<file path="src/rtl/lbist_pkg.sv">
// lbist_pkg
//   Shared definitions for the LBIST pattern sequencer slice.
//   - State encoding of the sequencer FSM (3 bits).
//   - phase_shift(): XOR map from LFSR state to one scan-chain input bit.
//     Chain i receives lfsr_q[i] ^ lfsr_q[n-i], which pairs taps from both
//     ends of the register so neighbouring chains are not shifted copies of
//     each other.
package lbist_pkg;

    localparam logic [2:0] ST_IDLE    = 3'd0;
    localparam logic [2:0] ST_SHIFT   = 3'd1;
    localparam logic [2:0] ST_CAPTURE = 3'd2;
    localparam logic [2:0] ST_UNLOAD  = 3'd3;
    localparam logic [2:0] ST_DONE    = 3'd4;

    // Widest LFSR state the helper accepts; callers zero-extend into it.
    localparam int PS_MAX_W = 1024;

    // Returns scan_in bit for chain 'chain' of an LFSR whose MSB index is 'n'.
    function automatic logic phase_shift(input logic [PS_MAX_W-1:0] lfsr_q,
                                         input logic [9:0]          n,
                                         input logic [9:0]          chain);
        return lfsr_q[chain] ^ lfsr_q[n - chain];
    endfunction

endpackage

</file>
<file path="src/rtl/lbist_phase_shifter.sv">
// lbist_phase_shifter
//   Purely combinational phase shifter between the LFSR and the scan chains.
//   Ports:
//     lfsr_q   in   N+1         current LFSR state
//     scan_in  out  NUM_CHAINS  one stimulus bit per chain, 0-cycle latency
module lbist_phase_shifter #(
    parameter int N          = 286,
    parameter int NUM_CHAINS = 8
) (
    input  logic [N:0]            lfsr_q,
    output logic [NUM_CHAINS-1:0] scan_in
);
    import lbist_pkg::*;

    logic [PS_MAX_W-1:0] state_ext;

    assign state_ext = {{(PS_MAX_W-N-1){1'b0}}, lfsr_q};

    for (genvar gi = 0; gi < NUM_CHAINS; gi++) begin : g_chain
        assign scan_in[gi] = phase_shift(state_ext, 10'(N), 10'(gi));
    end

endmodule

</file>
<file path="src/rtl/lbist_pattern_sequencer.sv">
// lbist_pattern_sequencer
//   Turns LFSR state into scan stimulus and runs the shift/capture loop for
//   NUM_PATTERNS patterns, followed by one final unload, then reports done.
//   Ports:
//     clk          in   1        system clock, rising edge
//     reset_lfsr   in   1        asynchronous active-high reset (shared with LFSR)
//     start        in   1        session start pulse, honoured in IDLE/DONE only
//     lfsr_q       in   N+1      current LFSR state
//     lfsr_en      out  1        LFSR advance enable
//     scan_en      out  1        scan-shift enable to all chains
//     scan_in      out  NUM_CHAINS phase-shifted serial stimulus
//     capture      out  1        1-cycle functional capture strobe
//     misr_en      out  1        MISR compaction enable
//     pattern_cnt  out  clog2(NUM_PATTERNS)+1  patterns captured so far
//     busy         out  1        high in SHIFT, CAPTURE and UNLOAD
//     done         out  1        high in DONE
module lbist_pattern_sequencer #(
    parameter int N            = 286,
    parameter int NUM_CHAINS   = 8,
    parameter int CHAIN_LEN    = 36,
    parameter int NUM_PATTERNS = 1024
) (
    input  logic                            clk,
    input  logic                            reset_lfsr,
    input  logic                            start,
    input  logic [N:0]                      lfsr_q,
    output logic                            lfsr_en,
    output logic                            scan_en,
    output logic [NUM_CHAINS-1:0]           scan_in,
    output logic                            capture,
    output logic                            misr_en,
    output logic [$clog2(NUM_PATTERNS):0]   pattern_cnt,
    output logic                            busy,
    output logic                            done
);
    import lbist_pkg::*;

    localparam int SHIFT_W = $clog2(CHAIN_LEN);
    localparam int PCNT_W  = $clog2(NUM_PATTERNS) + 1;

    localparam logic [SHIFT_W-1:0] SHIFT_LAST = SHIFT_W'(CHAIN_LEN - 1);
    localparam logic [PCNT_W-1:0]  PCNT_MAX   = PCNT_W'(NUM_PATTERNS);

    logic [2:0]         state_q, state_d;
    logic [SHIFT_W-1:0] shift_cnt_q, shift_cnt_d;
    logic [PCNT_W-1:0]  pattern_cnt_q, pattern_cnt_d;

    lbist_phase_shifter #(
        .N          (N),
        .NUM_CHAINS (NUM_CHAINS)
    ) u_phase_shifter (
        .lfsr_q  (lfsr_q),
        .scan_in (scan_in)
    );

    // State and counter registers.
    always_ff @(posedge clk or posedge reset_lfsr) begin
        if (reset_lfsr) begin
            state_q       <= ST_IDLE;
            shift_cnt_q   <= '0;
            pattern_cnt_q <= '0;
        end else begin
            state_q       <= state_d;
            shift_cnt_q   <= shift_cnt_d;
            pattern_cnt_q <= pattern_cnt_d;
        end
    end

    // Next-state and counter update.
    always_comb begin
        state_d       = state_q;
        shift_cnt_d   = shift_cnt_q;
        pattern_cnt_d = pattern_cnt_q;
        case (state_q)
            ST_IDLE, ST_DONE: begin
                if (start) begin
                    state_d       = ST_SHIFT;
                    shift_cnt_d   = '0;
                    pattern_cnt_d = '0;
                end
            end
            ST_SHIFT: begin
                if (shift_cnt_q == SHIFT_LAST) begin
                    state_d     = ST_CAPTURE;
                    shift_cnt_d = '0;
                end else begin
                    shift_cnt_d = shift_cnt_q + 1'b1;
                end
            end
            ST_CAPTURE: begin
                // The count becomes visible after the capture cycle; the exit
                // decision looks at the post-increment value.
                if (pattern_cnt_q != PCNT_MAX) begin
                    pattern_cnt_d = pattern_cnt_q + 1'b1;
                end
                shift_cnt_d = '0;
                if (pattern_cnt_q + 1'b1 == PCNT_MAX) begin
                    state_d = ST_UNLOAD;
                end else begin
                    state_d = ST_SHIFT;
                end
            end
            ST_UNLOAD: begin
                if (shift_cnt_q == SHIFT_LAST) begin
                    state_d     = ST_DONE;
                    shift_cnt_d = '0;
                end else begin
                    shift_cnt_d = shift_cnt_q + 1'b1;
                end
            end
            default: begin
                state_d       = ST_IDLE;
                shift_cnt_d   = '0;
                pattern_cnt_d = '0;
            end
        endcase
    end

    // Moore output decode from registered state only.
    always_comb begin
        lfsr_en = 1'b0;
        scan_en = 1'b0;
        capture = 1'b0;
        misr_en = 1'b0;
        busy    = 1'b0;
        done    = 1'b0;
        case (state_q)
            ST_SHIFT: begin
                lfsr_en = 1'b1;
                scan_en = 1'b1;
                busy    = 1'b1;
                // The very first load has no captured response to compact.
                misr_en = (pattern_cnt_q != '0);
            end
            ST_CAPTURE: begin
                capture = 1'b1;
                busy    = 1'b1;
            end
            ST_UNLOAD: begin
                scan_en = 1'b1;
                misr_en = 1'b1;
                busy    = 1'b1;
            end
            ST_DONE: begin
                done = 1'b1;
            end
            default: begin
            end
        endcase
    end

    assign pattern_cnt = pattern_cnt_q;

endmodule

</file>
<file path="config.mk">
export PLATFORM = sky130hd
export DESIGN_NAME = lbist_pattern_sequencer
export DESIGN_NICKNAME = d
export VERILOG_FILES = /design/src/rtl/lbist_pkg.sv /design/src/rtl/lbist_phase_shifter.sv /design/src/rtl/lbist_pattern_sequencer.sv
export SDC_FILE = /design/constraint.sdc
export NUM_CORES = 1
export LEC_CHECK = 0
export ABC_AREA = 1
export ABC_CLOCK_PERIOD_IN_PS = 2500
export BUFFER_PORTS_ARGS = -buffer_cell sky130_fd_sc_hd__buf_2
export CAP_MARGIN = 30
export CORE_AREA = 5 5 118 120
export DETAILED_ROUTE_END_ITERATION = 16
export DIE_AREA = 0 0 123 125
export PLACE_DENSITY_LB_ADDON = 0.3
export SLEW_MARGIN = 20
export SYNTH_ARGS = -nofsm -noshare
export SYNTH_HDL_FRONTEND = slang
export SYNTH_SLANG_ARGS = --single-unit
</file>
<file path="constraint.sdc">
create_clock -name clk -period 2.5 [get_ports clk]
set_input_delay 0.75 -clock clk [delete_from_list [all_inputs] [get_ports clk]]
set_output_delay 0.75 -clock clk [all_outputs]
set_load 0.03 [all_outputs]
</file>
Yosys cells after proc, flatten, opt, wreduce, memory -nomap -nowiden
Index checks and enable logic that the tools add are counted.
{ "word_totals": {"output_inout_bits": 25, "ff_bits": 20, "input_bits": 290} }
{ "op_classes": {"addsub": 2, "reduce_logical": 7, "n_mux": 17, "n_bitwise": 9, "eq_ne": 11} }
{ "op_table": {"columns": ["operator", "count"], "rows": [
  ["$pmux 11 s3", 1],
  ["$mux 11", 2],
  ["$mux 6", 2],
  ["$pmux 3 s4", 1],
  ["$pmux 6 s2", 1],
  ["$add 11x1->11 const B", 1],
  ["$eq 11x11->1 const B", 1],
  ["$ne 11x11->1 const B", 1],
  ["$reduce_bool 11->1", 1],
  ["$mux 3", 3],
  ["$ne 2x2->1 const B", 4],
  ["$xor 1x1->1", 8],
  ["$add 6x1->6 const B", 1],
  ["$eq 3x2->1 const B", 2],
  ["$eq 6x6->1 const B", 1],
  ["$reduce_and 3->1", 2],
  ["$mux 1", 5],
  ["$reduce_or 2->1", 2],
  ["$eq 3x1->1 const B", 1],
  ["$eq 3x3->1 const B", 1],
  ["$logic_not 3->1", 1],
  ["$reduce_or 3->1", 1],
  ["$mux 2", 1],
  ["$pmux 1 s2", 1],
  ["$not 1->1", 1]
]} }

Depth between registers and ports, before layout
Gate-level depths: netlist of the first run.
{ "depth": {"depth_word": 4, "ltp_mapped": 13, "depth_no_buf": 13} }

Cells and area by module
Synthesis of the first run repeated with hierarchy kept, for this count alone.
{ "hier_totals": {"hier_cells": 215, "hier_area_um2": 1420.1} }
{ "modules_own_cells": {"columns": ["mod", "area_per_inst_um2", "seq_area_each_um2", "cells_per_inst", "instances"], "rows": [
  ["lbist_pattern_sequencer", 1270.0, 500.5, 175, 1],
  ["lbist_phase_shifter", 150.1, 0.0, 40, 1]
]} }

Worst setup path after synthesis of the first run
Ideal clock, no wire load.
{ "synth_path": {"path_type": "register to output", "from": "register state_q[0]", "to": "output port misr_en", "stages_incl_launch_ff": 5, "required_ps": 1750, "arrival_ps": 1599, "path_buffers": 0, "slack_ps": 151, "path_cell_list": "dfrtp_1 > inv_1 > nor2_1 > inv_1 > nor2_1"} }
{ "synth_between": {"elab_chain_cells": 2, "elab_cells_between_ends": 3, "classes_between": "2 x eq/ne; 1 x mux"} }
{ "synth_lines": {"columns": ["element", "line", "rtl"], "rows": [
  ["from (decl)", "lbist_pattern_sequencer.sv:44", "logic [2:0] state_q, state_d;"],
  ["from (signal assigned)", "lbist_pattern_sequencer.sv:63", "state_q <= state_d;"],
  ["$eq 3x2->1 / $eq 3x1->1 (equally long branches)", "lbist_pattern_sequencer.sv:127", "case (state_q)"],
  ["$pmux 1 s2 *", "lbist_pattern_sequencer.sv:127", null],
  ["to (decl)", "lbist_pattern_sequencer.sv:31", "output logic misr_en,"]
]} }
Mark *: on every way between the ends. The rest lies on a longest branch, timed or not.

Worst setup path after layout of the first run
{ "layout_path": {"from": "register pattern_cnt_q[0], in the netlist pattern_cnt[0]", "to": "output port misr_en"} }
{ "layout_between": {"elab_chain_cells": 2} }
{ "layout_lines": {"columns": ["element", "line", "rtl"], "rows": [
  ["from (decl)", "lbist_pattern_sequencer.sv:46", "logic [PCNT_W-1:0] pattern_cnt_q, pattern_cnt_d;"],
  ["from (signal assigned)", "lbist_pattern_sequencer.sv:65", "pattern_cnt_q <= pattern_cnt_d;"],
  ["$reduce_bool 11->1", "lbist_pattern_sequencer.sv:133", "misr_en = (pattern_cnt_q != '0);"],
  ["$pmux 1 s2", "lbist_pattern_sequencer.sv:127", null]
]} }
No other way between the ends.

==> results.txt, run 1 <==
The power per standard cell area came out at 775.7 nW/um2. Counting cells, the worst reg-to-reg path comes to 10. The count of final setup violators is 0. The overall die area came out at 15380 um2. The half-perimeter wire length after placement came out at 3389 um. The sum of routed wire length over all layers is 4149 um. In this run the count of I/O pins placed on the die edge is 315. The initial core utilization came out at 0.1013. The non-filler instance count after layout came out at 412. Of all nets on the critical path, the largest fanout is 6.

The number of max-slew violations in the final report came out at 0. The number of flops mapped to enable cells by yosys is 0. The remaining antenna violation count after routing came out at 0.

A synthesized cell averages 6.972 um2. The min-delay analysis places its worst path in the category input pin to async pin. The total area of multi-input combinational cells came out at 694.4 um2. The clock drives 20 sinks. The worst-case IR drop observed on VDD is 0.0003189 V. The via total after detailed routing is 1322. By startpoint and endpoint, the worst setup path is classified as flip-flop to output port.

Dividing the detail-routed wire length by the instance count gives 10.07 um. The DRC violation total after the first TritonRoute iteration came out at 62. Once the clock tree was built, the resizer swapped 0 gates to a different size.

The category of the worst setup path capture point is an output port. The post-synthesis sequential element count came out at 20. For this run, the total global-route usage over all layers was measured as 0.05424. The CTS H-tree depth is 1. The wire length of the first global-routing pass came out at 6679 um. The delay contributed by the slowest stage of the critical path is 0.44 ns. Across the whole layout, storage elements account for 500.5 um2. The gate count of the mapped netlist came out at 187. After filler insertion, the fill cell instance count of the layout stands at 1497. The count of input and output buffers is 43. The layout overhead on the synthesized area came out at 41.07%. The data arrival at the endpoint of the critical path is 1.59 ns.

The analysis attributes to cell leakage a power of 0.8907 nW. The run finished with clean final reports. The count of TritonRoute iterations in the first routing pass came out at 4. The tightest hold path in the finished design has a slack of 0.5119 ns. Max-cap violations in this run came to 0. The number of hold-slack violations in the final timing report was 0. Yosys printed 0 warnings. On the critical path, the stage with the largest delay is an instance of sky130_fd_sc_hd__dfrtp_1.

The CTS buffer count is 3. The deepest clock path buffer count is 2. The cell count after placement came out at 408. In the finished design, the share of the clock period the worst path needs comes to 0.9372. On the final layout, the worst clock skew is 0.004911 ns. The via density per instance is 3.209.

The height of the chip came out at 125 um. The final-layout setup total negative slack came out at 0 ns. From left edge to right edge, the die measures 123 um. After floorplanning, the core was sized to cover 12870 um2. The final net count is 530.

The signal on the critical path passes through inv_1 -> ha_1 -> nand4_1 -> nor2_1 -> nand3_1 -> nor2_1 -> nor2_1 -> buf_2. The antenna diode instance count came out at 0. The share of synthesized flip-flops with an asynchronous set or reset is 1.000.

The final critical delay including setup and external delays came out at 2.343 ns. The worst setup path is launched from a flip-flop. Row generation in the floorplan step produced 42 rows. Among all cell types in the netlist, the one instantiated most often is sky130_fd_sc_hd__nand2_1. The count of different cell masters after synthesis is 19. The post-synthesis sequential area ratio is 0.3839. The residual overflow from global routing came out at 0.

The pin count of the biggest net entering global routing came out at 21. The clock latency on the worst-skew pair is 0.25 ns. Hold repair after CTS inserted 0 buffers. The CTS root buffer is sky130_fd_sc_hd__clkbuf_16. The most used flip-flop cell after synthesis is sky130_fd_sc_hd__dfrtp_1. In this run the post-CTS setup repair buffer count came out at 0.

TritonCTS built the clock tree. The family with the most delay on the worst path is simple AND/OR/NAND/NOR gates. After synthesis, the most frequently instantiated cells are sky130_fd_sc_hd__nand2_1, sky130_fd_sc_hd__inv_1, sky130_fd_sc_hd__nor2_1. The number of nets produced by synthesis is 480.

The combined area of all synthesized cells came out at 1304 um2. The largest total area in the synthesized netlist belongs to sky130_fd_sc_hd__dfrtp_1. The number of buffers and inverters on the critical path came out at 2. After synthesis, the cell types taking the most area are sky130_fd_sc_hd__dfrtp_1, sky130_fd_sc_hd__nand2_1, sky130_fd_sc_hd__xor2_1.

The final RePlAce weighted congestion came out at 0.8238. Counting stages on the worst path, the most repeated cell is sky130_fd_sc_hd__nor2_1. The highest clock frequency the design can meet is 0.4268 GHz.

The clock-pin slew of the registers on the worst-case setup and hold paths is 0.06 ns. The number of global-route vias before repair was 1345. After detailed routing, the number of remaining DRC violations is 0. Setup repair after global routing left no endpoint under its margin.

Data on the critical path is required at its endpoint by 1.75 ns. The worst slew margin relative to its limit came out at 0.6906. The initial antenna violation count came out at 2. The top cell type's share of synthesized area is 0.3839. The transition at the pin with the smallest max-transition slack is 0.4599 ns. The total stage count of the critical path came out at 8.

Of the cells placed in the final design, the portion with a size suffix greater than 1 is 0.2458.
power by group:
part	leakage, nW	internal (mW)	switching [mW]
sequential	0.271	0.378	0.0553
clock	0.0442	0.244	0.126
combinational	0.575	0.183	0.441
final cells by class:
type,count,area share
Clock buffer,4,0.04830
Inverter,26,0.05306
Multi-Input combinational cell,140,0.3776
Sequential cell,20,0.2721
Tap cell,176,0.1197
Timing Repair Buffer,46,0.1293
tightest hold or removal path: cells and delay by family:
family | cells | cell delay, ns
buf+inv | 3 | 0.40
sequential cells by signal, summed over array words and instances, names as in the netlist:
signal	count
shift_cnt_q	6
state_q	3
pattern_cnt	11
worst paths after layout:
| check | to | from | slack [ns] |
|---|---|---|---|
| setup / recovery | misr_en | pattern_cnt[0] | 0.16 |
| hold / removal | pattern_cnt[0] | reset_lfsr | 0.51 |
| setup reg to reg | pattern_cnt[4] | pattern_cnt[0] | 0.74 |
| hold reg to reg | shift_cnt_q[1] | shift_cnt_q[1] | 0.52 |
| max in group asynchronous | state_q[0] | reset_lfsr | 1.76 |
| min in group clk | shift_cnt_q[1] | shift_cnt_q[1] | 0.52 |
metal layers:
layer,track usage,share of wire,vias up
met3,0.01174,0.054,3
met2,0.08491,0.44,43
met5,0,0,-
met1,0.07726,0.50,592
li1,-,-,684
met4,0.009772,0.0065,0
cells by family (layout without fill, tap and decap cells):
group / after synthesis / in the layout / synth area share
flops: 20 / 20 / 0.3839
fa+ha+maj: 3 / 3 / 0.02879
xor+xnor: 13 / 13 / 0.08733
compound gates: 16 / 16 / 0.06334
buf+inv: 27 / 76 / 0.08349
simple gates: 108 / 108 / 0.3532
placed cells by master, fill, tap and decap left out, drive strengths merged, types with 2 or more instances in the layout:
cell | synthesis | layout
clkbuf | 0 | 4
o21ai | 13 | 13
nand4 | 3 | 3
a21oi | 2 | 2
nor3 | 5 | 5
xor2 | 12 | 12
nor2 | 29 | 29
inv | 26 | 26
nand3 | 11 | 11
dfrtp | 20 | 20
ha | 3 | 3
buf | 1 | 46
nand2 | 59 | 59
metrics by stage:
stage / instance area [um2] / power (mW) / utilization / setup slack [ns]
floorplan: 1304 / 0.8728 / - / 0.1508
global placement: 1750 / 1.068 / 0.1360 / 0.2500
detailed placement: 1750 / 1.076 / 0.1360 / 0.2685
CTS: 1839 / 1.456 / 0.1429 / 0.1304
global route: 1839 / 1.533 / 0.1429 / 0.02519
finish: 1839 / 1.427 / 0.1429 / 0.1570
No activity file was read; power rests on OpenSTA's default activity.
==> run 2: changes to the inputs <==
Settings changed: PLACE_DENSITY from default to 0.46, PLACE_DENSITY_LB_ADDON 0.3 to default.
==> run 2 against run 1 <==
Clock-buffer cell count shrank 1; design area shrank 0.75%; register-to-register slack gained 0.03 ns; total power shrank 4.0%; hold slack gained 0.0045 ns; critical endpoint unchanged.
==> results.txt, run 2 (same netlist as run 1, synthesis figures left out) <==
The flow ran to the end, and the final reports show no timing, DRC or antenna violations. The highest clock frequency the design can meet came out at 0.4279 GHz. The wire length of the first global-routing pass is 6568 um. The delay contributed by the slowest stage of the critical path is 0.43 ns. The internal power summed over all cells came out at 0.7705 mW.

The horizontal extent of the die is 123 um. The TritonCTS sink count came out at 20. In this run the worst hold path is classified as input pin to async pin.

TritonCTS built the clock tree. The pin count of the biggest net entering global routing is 21. The clock-pin slew of the registers on the worst-case setup and hold paths came out at 0.06 ns. The via density per instance came out at 3.161. Setup repair after global routing left no endpoint under its margin. The worst setup path is of the flip-flop to output port kind. The category of the worst setup path capture point is an output port.

Summed over all layers, the global routing overflow is 0. The post-route core utilization is 0.1418. The number of buffers and inverters on the critical path is 2. Summed over all cells, the static leakage comes to 0.8835 nW.

The data required time at the worst endpoint is 1.75 ns. The final net count came out at 530. The largest vdd supply drop is 0.0003855 V. The clock latency on the worst-skew pair is 0.25 ns.

The initial core utilization came out at 0.1013. The max-cap violation count is 0. The part of the power in combinational logic is 0.450. The sort of element at the start of the critical path is a flip-flop.

The CTS H-tree depth came out at 1. The initial antenna violation count came out at 2. On the critical path, the stage with the largest delay is an instance of sky130_fd_sc_hd__dfrtp_1.

The worst slew margin relative to its limit came out at 0.7026. For the worst setup path, the data arrival time is 1.59 ns. The core region area is 12870 um2. The layout overhead on the synthesized area is 40.02%. Broken down by cell family, the worst path's largest delay share belongs to simple AND/OR/NAND/NOR gates. The clock tree skew after final layout came out at 0.003971 ns. The first detailed-routing pass ran for 4 iterations. Counting stages on the worst path, the most repeated cell is sky130_fd_sc_hd__nor2_1.

The design area is 1826 um2. The net switching share of the total power came out at 0.4375. The quantity of hold-fixing buffers added after cts came out at 0. The overall die area came out at 15380 um2.

The CTS buffer count came out at 3. In the finished design, the share of the clock period the worst path needs comes to 0.9349. Post-CTS timing repair inserted 0 buffers for setup. The deepest clock path buffer count came out at 2. Wires add up to 4017 um. Setup violations remaining at the end of the flow were counted as 0. The boundary pin count is 315. The remaining antenna violation count after routing came out at 0. Across all hold checks on the routed design, the worst slack comes to 0.5164 ns.

The instance area at placement is 1750 um2. The commonest non-fill, non-tap cell in the layout is sky130_fd_sc_hd__nand2_1. The overall track demand over capacity in global routing is 0.05361. At the pin with the least slew margin, the transition time is 0.4420 ns.

The number of hold-slack violations in the final timing report came out at 0. The half-perimeter wire length after placement came out at 3325 um. For this design the total switching power over the nets is 0.5994 mW. The power per standard cell area is 750.4 nW/um2. Of the cells placed in the final design, the portion with a size suffix greater than 1 is 0.2426. The tree is rooted in a sky130_fd_sc_hd__clkbuf_16. The via total after detailed routing came out at 1299. The total DRC errors in the routed layout is 0. Buffers placed on the I/O ports in this run total 43. The number of max-slew violations in the final report came out at 0. The number of gates resized after CTS is 0. In the layout the commonest cells are sky130_fd_sc_hd__nand2_1, sky130_fd_sc_hd__buf_2, sky130_fd_sc_hd__inv_1.

The final-layout setup total negative slack is 0 ns. The flip-flop count of the largest register, all copies and words added is 11. The portion of total power attributed to sequential cells is 0.314. The row count is 42.

0 antenna diodes ended up in the layout. For this block, the initial DRC count from the detailed router was 36. The number of fillers in the final layout is 1501. After detailed routing, the average wire length per cell comes to 9.774 um. Of the total power, the clock network draws 0.236. The critical-path maximum fanout came out at 6.

The height of the chip came out at 125 um. The final critical delay including setup and external delays is 2.337 ns. The number of global-route vias before repair came to 1265.

The final RePlAce weighted congestion came out at 0.8073. The signal on the critical path passes through inv_1 -> ha_1 -> nand4_1 -> nor2_1 -> nand3_1 -> nor2_1 -> nor2_1 -> buf_2.
==> run 2: power groups by stage <==
stage / Combinational, mW / Clock [mW] / Sequential [mW]
5_1_grt: 0.687 / 0.353 / 0.442
4_1_cts: 0.631 / 0.338 / 0.431
6_report: 0.616 / 0.323 / 0.431
3_5_place_dp: 0.628 / 0 / 0.437
2_1_floorplan: 0.426 / 0 / 0.447
3_3_place_gp: 0.626 / 0 / 0.434
==> run 2: final timing paths <==
path,start,to,slack (ns),cells past startpoint
min,reset_lfsr,pattern_cnt[0],0.52,3
min in group clk,shift_cnt_q[1],shift_cnt_q[1],0.52,2
max reg2reg,pattern_cnt[0],pattern_cnt[1],0.77,10
max,pattern_cnt[0],misr_en,0.16,8
min reg2reg,shift_cnt_q[1],shift_cnt_q[1],0.52,2
max in group asynchronous,reset_lfsr,pattern_cnt[10],1.76,3
==> run 2: cell type report <==
class                   instances  area [um2]  area share
inverters                      26       97.59     0.05346
repair buffers                 46       237.7      0.1302
flip-flops and latches         20       500.5      0.2742
multi-input cells             140       694.4      0.3804
clock buffers                   3       75.07     0.04112
well taps                     176       220.2      0.1206
==> run 2: layer usage <==
metal	global-route usage	vias up	share of wire
li1	-	679	-
met1	0.07019	578	0.47
met2	0.08588	38	0.45
met3	0.01852	4	0.077
met4	0.01042	0	0.0057
met5	0	-	0
==> run 2: tightest hold or removal path, stage by stage <==
cell,delay [ns]
sky130_fd_sc_hd__buf_2,0.09
sky130_fd_sc_hd__inv_1,0.04
sky130_fd_sc_hd__buf_4,0.26
==> run 2: through the flow <==
step	total power [mW]	worst slack [ns]	std cells
global placement	1.061	0.4347	408
finish	1.370	0.1628	411
CTS	1.400	0.1546	411
floorplan	0.8728	0.1508	187
detailed placement	1.065	0.4375	408
global route	1.482	0.02128	411
==> run 3: changes to the inputs <==
Settings changed: RECOVER_POWER from default to 100.
==> run 3 against run 2 <==
Maximum frequency is 0.15% lower; design area is 2.2% lower; clock power hardly changed; register-to-register slack worse by 0.11 ns; sequential cell count stayed put; combinational power is 3.2% lower; sequential power hardly changed; clock skew hardly changed; hold slack better by 0.0019 ns; highest routed layer unchanged; die area stayed put; total power is 1.5% lower.
==> results.txt, run 3 (same netlist as run 1, synthesis figures left out) <==
The DRC violation total after the first TritonRoute iteration came out at 43. Buffers inserted during clock tree synthesis total 3. The floorplan step defined a die boundary enclosing 15380 um2. The detailed-route wire length per cell came out at 9.808 um. The remaining antenna violation count after routing came out at 0. The number of global-route vias before repair came to 1265. The final-layout setup total negative slack came out at 0 ns. The CTS root buffer is sky130_fd_sc_hd__clkbuf_16. The count of final setup violators is 0. Max-cap violations in this run came to 0. The wire length of the first global-routing pass is 6568 um. The height of the chip came out at 125 um. The total DRC errors in the routed layout is 0. The highest clock frequency the design can meet is 0.4272 GHz. Input and output buffers added on the ports amount to 43.

The CTS H-tree depth came out at 1. The power per standard cell area came out at 755.5 nW/um2. Counting every sink on the clock net gives 20.

The boundary pin count is 315. Dividing the detail-routed via count by the number of cells gives 3.165. The number of max-slew violations in the final report is 0. In the global route stage, overall resource usage came out at 0.05361. The transition at the pin with the smallest max-transition slack is 1.123 ns. The reported leakage power came out at 0.7953 nW. The number of gates resized after CTS came out at 0. The data arrival at the endpoint of the critical path is 1.59 ns. The class of the tightest hold or removal check is flip-flop to flip-flop. In this run the horizontal extent of the chip is 123 um.

After clock tree synthesis, the setup repair step added 0 buffers. The total power is 1.349 mW. The final RePlAce weighted congestion came out at 0.8073. The residual overflow from global routing is 0. The data required time at the worst endpoint is 1.75 ns.

In this run the worst path has a maximum fanout of 6. The number of hold-slack violations in the final timing report is 0. The sum of routed wire length over all layers is 4031 um. The final critical delay including setup and external delays came out at 2.341 ns. The top cell types in the final layout, fill and taps aside, are sky130_fd_sc_hd__nand2_1, sky130_fd_sc_hd__nor2_1, sky130_fd_sc_hd__inv_1. The worst slew margin relative to its limit came out at 0.2516. TritonCTS built the clock tree.

After floorplanning, the core was divided into 42 placement rows. At the later pin of the worst-skew pair, clock insertion delay measures 0.25 ns. The initial core utilization came out at 0.1013. 0 antenna diodes ended up in the layout.

IR analysis of the VDD net gives a maximum drop of 0.0003843 V. The deepest clock path buffer count is 2. The initial antenna violation count is 2.

The core region area came out at 12870 um2. The fraction of final layout cells sized beyond drive strength 1 came out at 0.1277. The commonest non-fill, non-tap cell in the layout is sky130_fd_sc_hd__nand2_1. The run finished with clean final reports. The worst setup path is captured at an output port. The setup path with the least slack is of type flip-flop to output port.

Entering global routing, the biggest net connects 21 pins. Setup repair after global routing left no endpoint under its margin. After clock tree synthesis, the clock-pin slew on the worst setup and hold paths is 0.05 ns. The layout overhead on the synthesized area came out at 36.95%. The half-perimeter wire length after placement came out at 3325 um. The sort of element at the start of the critical path is a flip-flop. The via total after detailed routing came out at 1301. The clock tree skew after final layout is 0.003724 ns. The count of TritonRoute iterations in the first routing pass came out at 4. For this design, the CTS-stage hold fixing added 0 buffers. The final net count is 530. The post-route fraction of the period consumed by the critical path is 0.9363. The register with the most flip-flops in the layout has 11 of them.
[run 3: cell types whose count changed in the layout (fill, tap and decap cells not counted), sizes merged]
| cell | before | now |
|---|---|---|
| buf | 46 | 22 |
| clkbuf | 3 | 27 |
[run 3: final cells by class]
| cell class | instances | area [um2] |
|---|---|---|
| tap | 176 | 220.2 |
| sequential | 20 | 500.5 |
| timing repair buffer | 46 | 205.2 |
| multi-input combinational | 140 | 686.9 |
| inverter | 26 | 97.59 |
| clock buffer | 3 | 75.07 |
| fill | 1510 | 11090 |
[run 3: layer usage]
layer,part of all wire,global-route usage,vias to the layer above,routed length (um)
met3,0.077,0.01852,6,311
met5,0,0,-,0
met4,0.0094,0.01042,0,38
met2,0.44,0.08588,39,1786
met1,0.47,0.07019,579,1895
li1,-,-,677,-
[run 3: through the flow]
stage | std cells | hold WS (ns) | utilization | area (um2) | worst slack (ns)
finish | 411 | 0.5182 | 0.1387 | 1785 | 0.1592
CTS | 411 | 0.5126 | 0.1418 | 1826 | 0.1546
floorplan | 187 | 0.4745 | - | 1304 | 0.1508
global route | 411 | 0.5551 | 0.1387 | 1785 | 0.02015
global placement | 408 | 0.5022 | 0.1360 | 1750 | 0.4347
detailed placement | 408 | 0.4986 | 0.1360 | 1750 | 0.4375
[run 3: worst paths after layout]
| kind | from | to | slack (ns) | cells after the start |
|---|---|---|---|---|
| max in group asynchronous | reset_lfsr | state_q[2] | 0.99 | 3 |
| min in group asynchronous | reset_lfsr | pattern_cnt[0] | 0.84 | 3 |
| worst max register to register | state_q[1] | pattern_cnt[1] | 0.66 | 7 |
| worst min-delay path | shift_cnt_q[1] | shift_cnt_q[1] | 0.52 | 2 |
| worst max-delay path | pattern_cnt[0] | misr_en | 0.16 | 8 |
| worst min register to register | shift_cnt_q[1] | shift_cnt_q[1] | 0.52 | 2 |
[run 3: power breakdown]
group | leakage (nW) | switching [mW] | total (mW) | internal (mW)
combinational | 0.487 | 0.433 | 0.596 | 0.163
sequential | 0.271 | 0.0505 | 0.429 | 0.378
clock | 0.0370 | 0.113 | 0.324 | 0.211
[run 3: worst max-delay path, cell delays in order (launching register included)]
cell	delay, ns
sky130_fd_sc_hd__dfrtp_1	0.43
sky130_fd_sc_hd__inv_1	0.08
sky130_fd_sc_hd__ha_1	0.14
sky130_fd_sc_hd__nand4_1	0.09
sky130_fd_sc_hd__nor2_1	0.17
sky130_fd_sc_hd__nand3_1	0.09
sky130_fd_sc_hd__nor2_1	0.11
sky130_fd_sc_hd__nor2_1	0.06
sky130_fd_sc_hd__buf_2	0.17
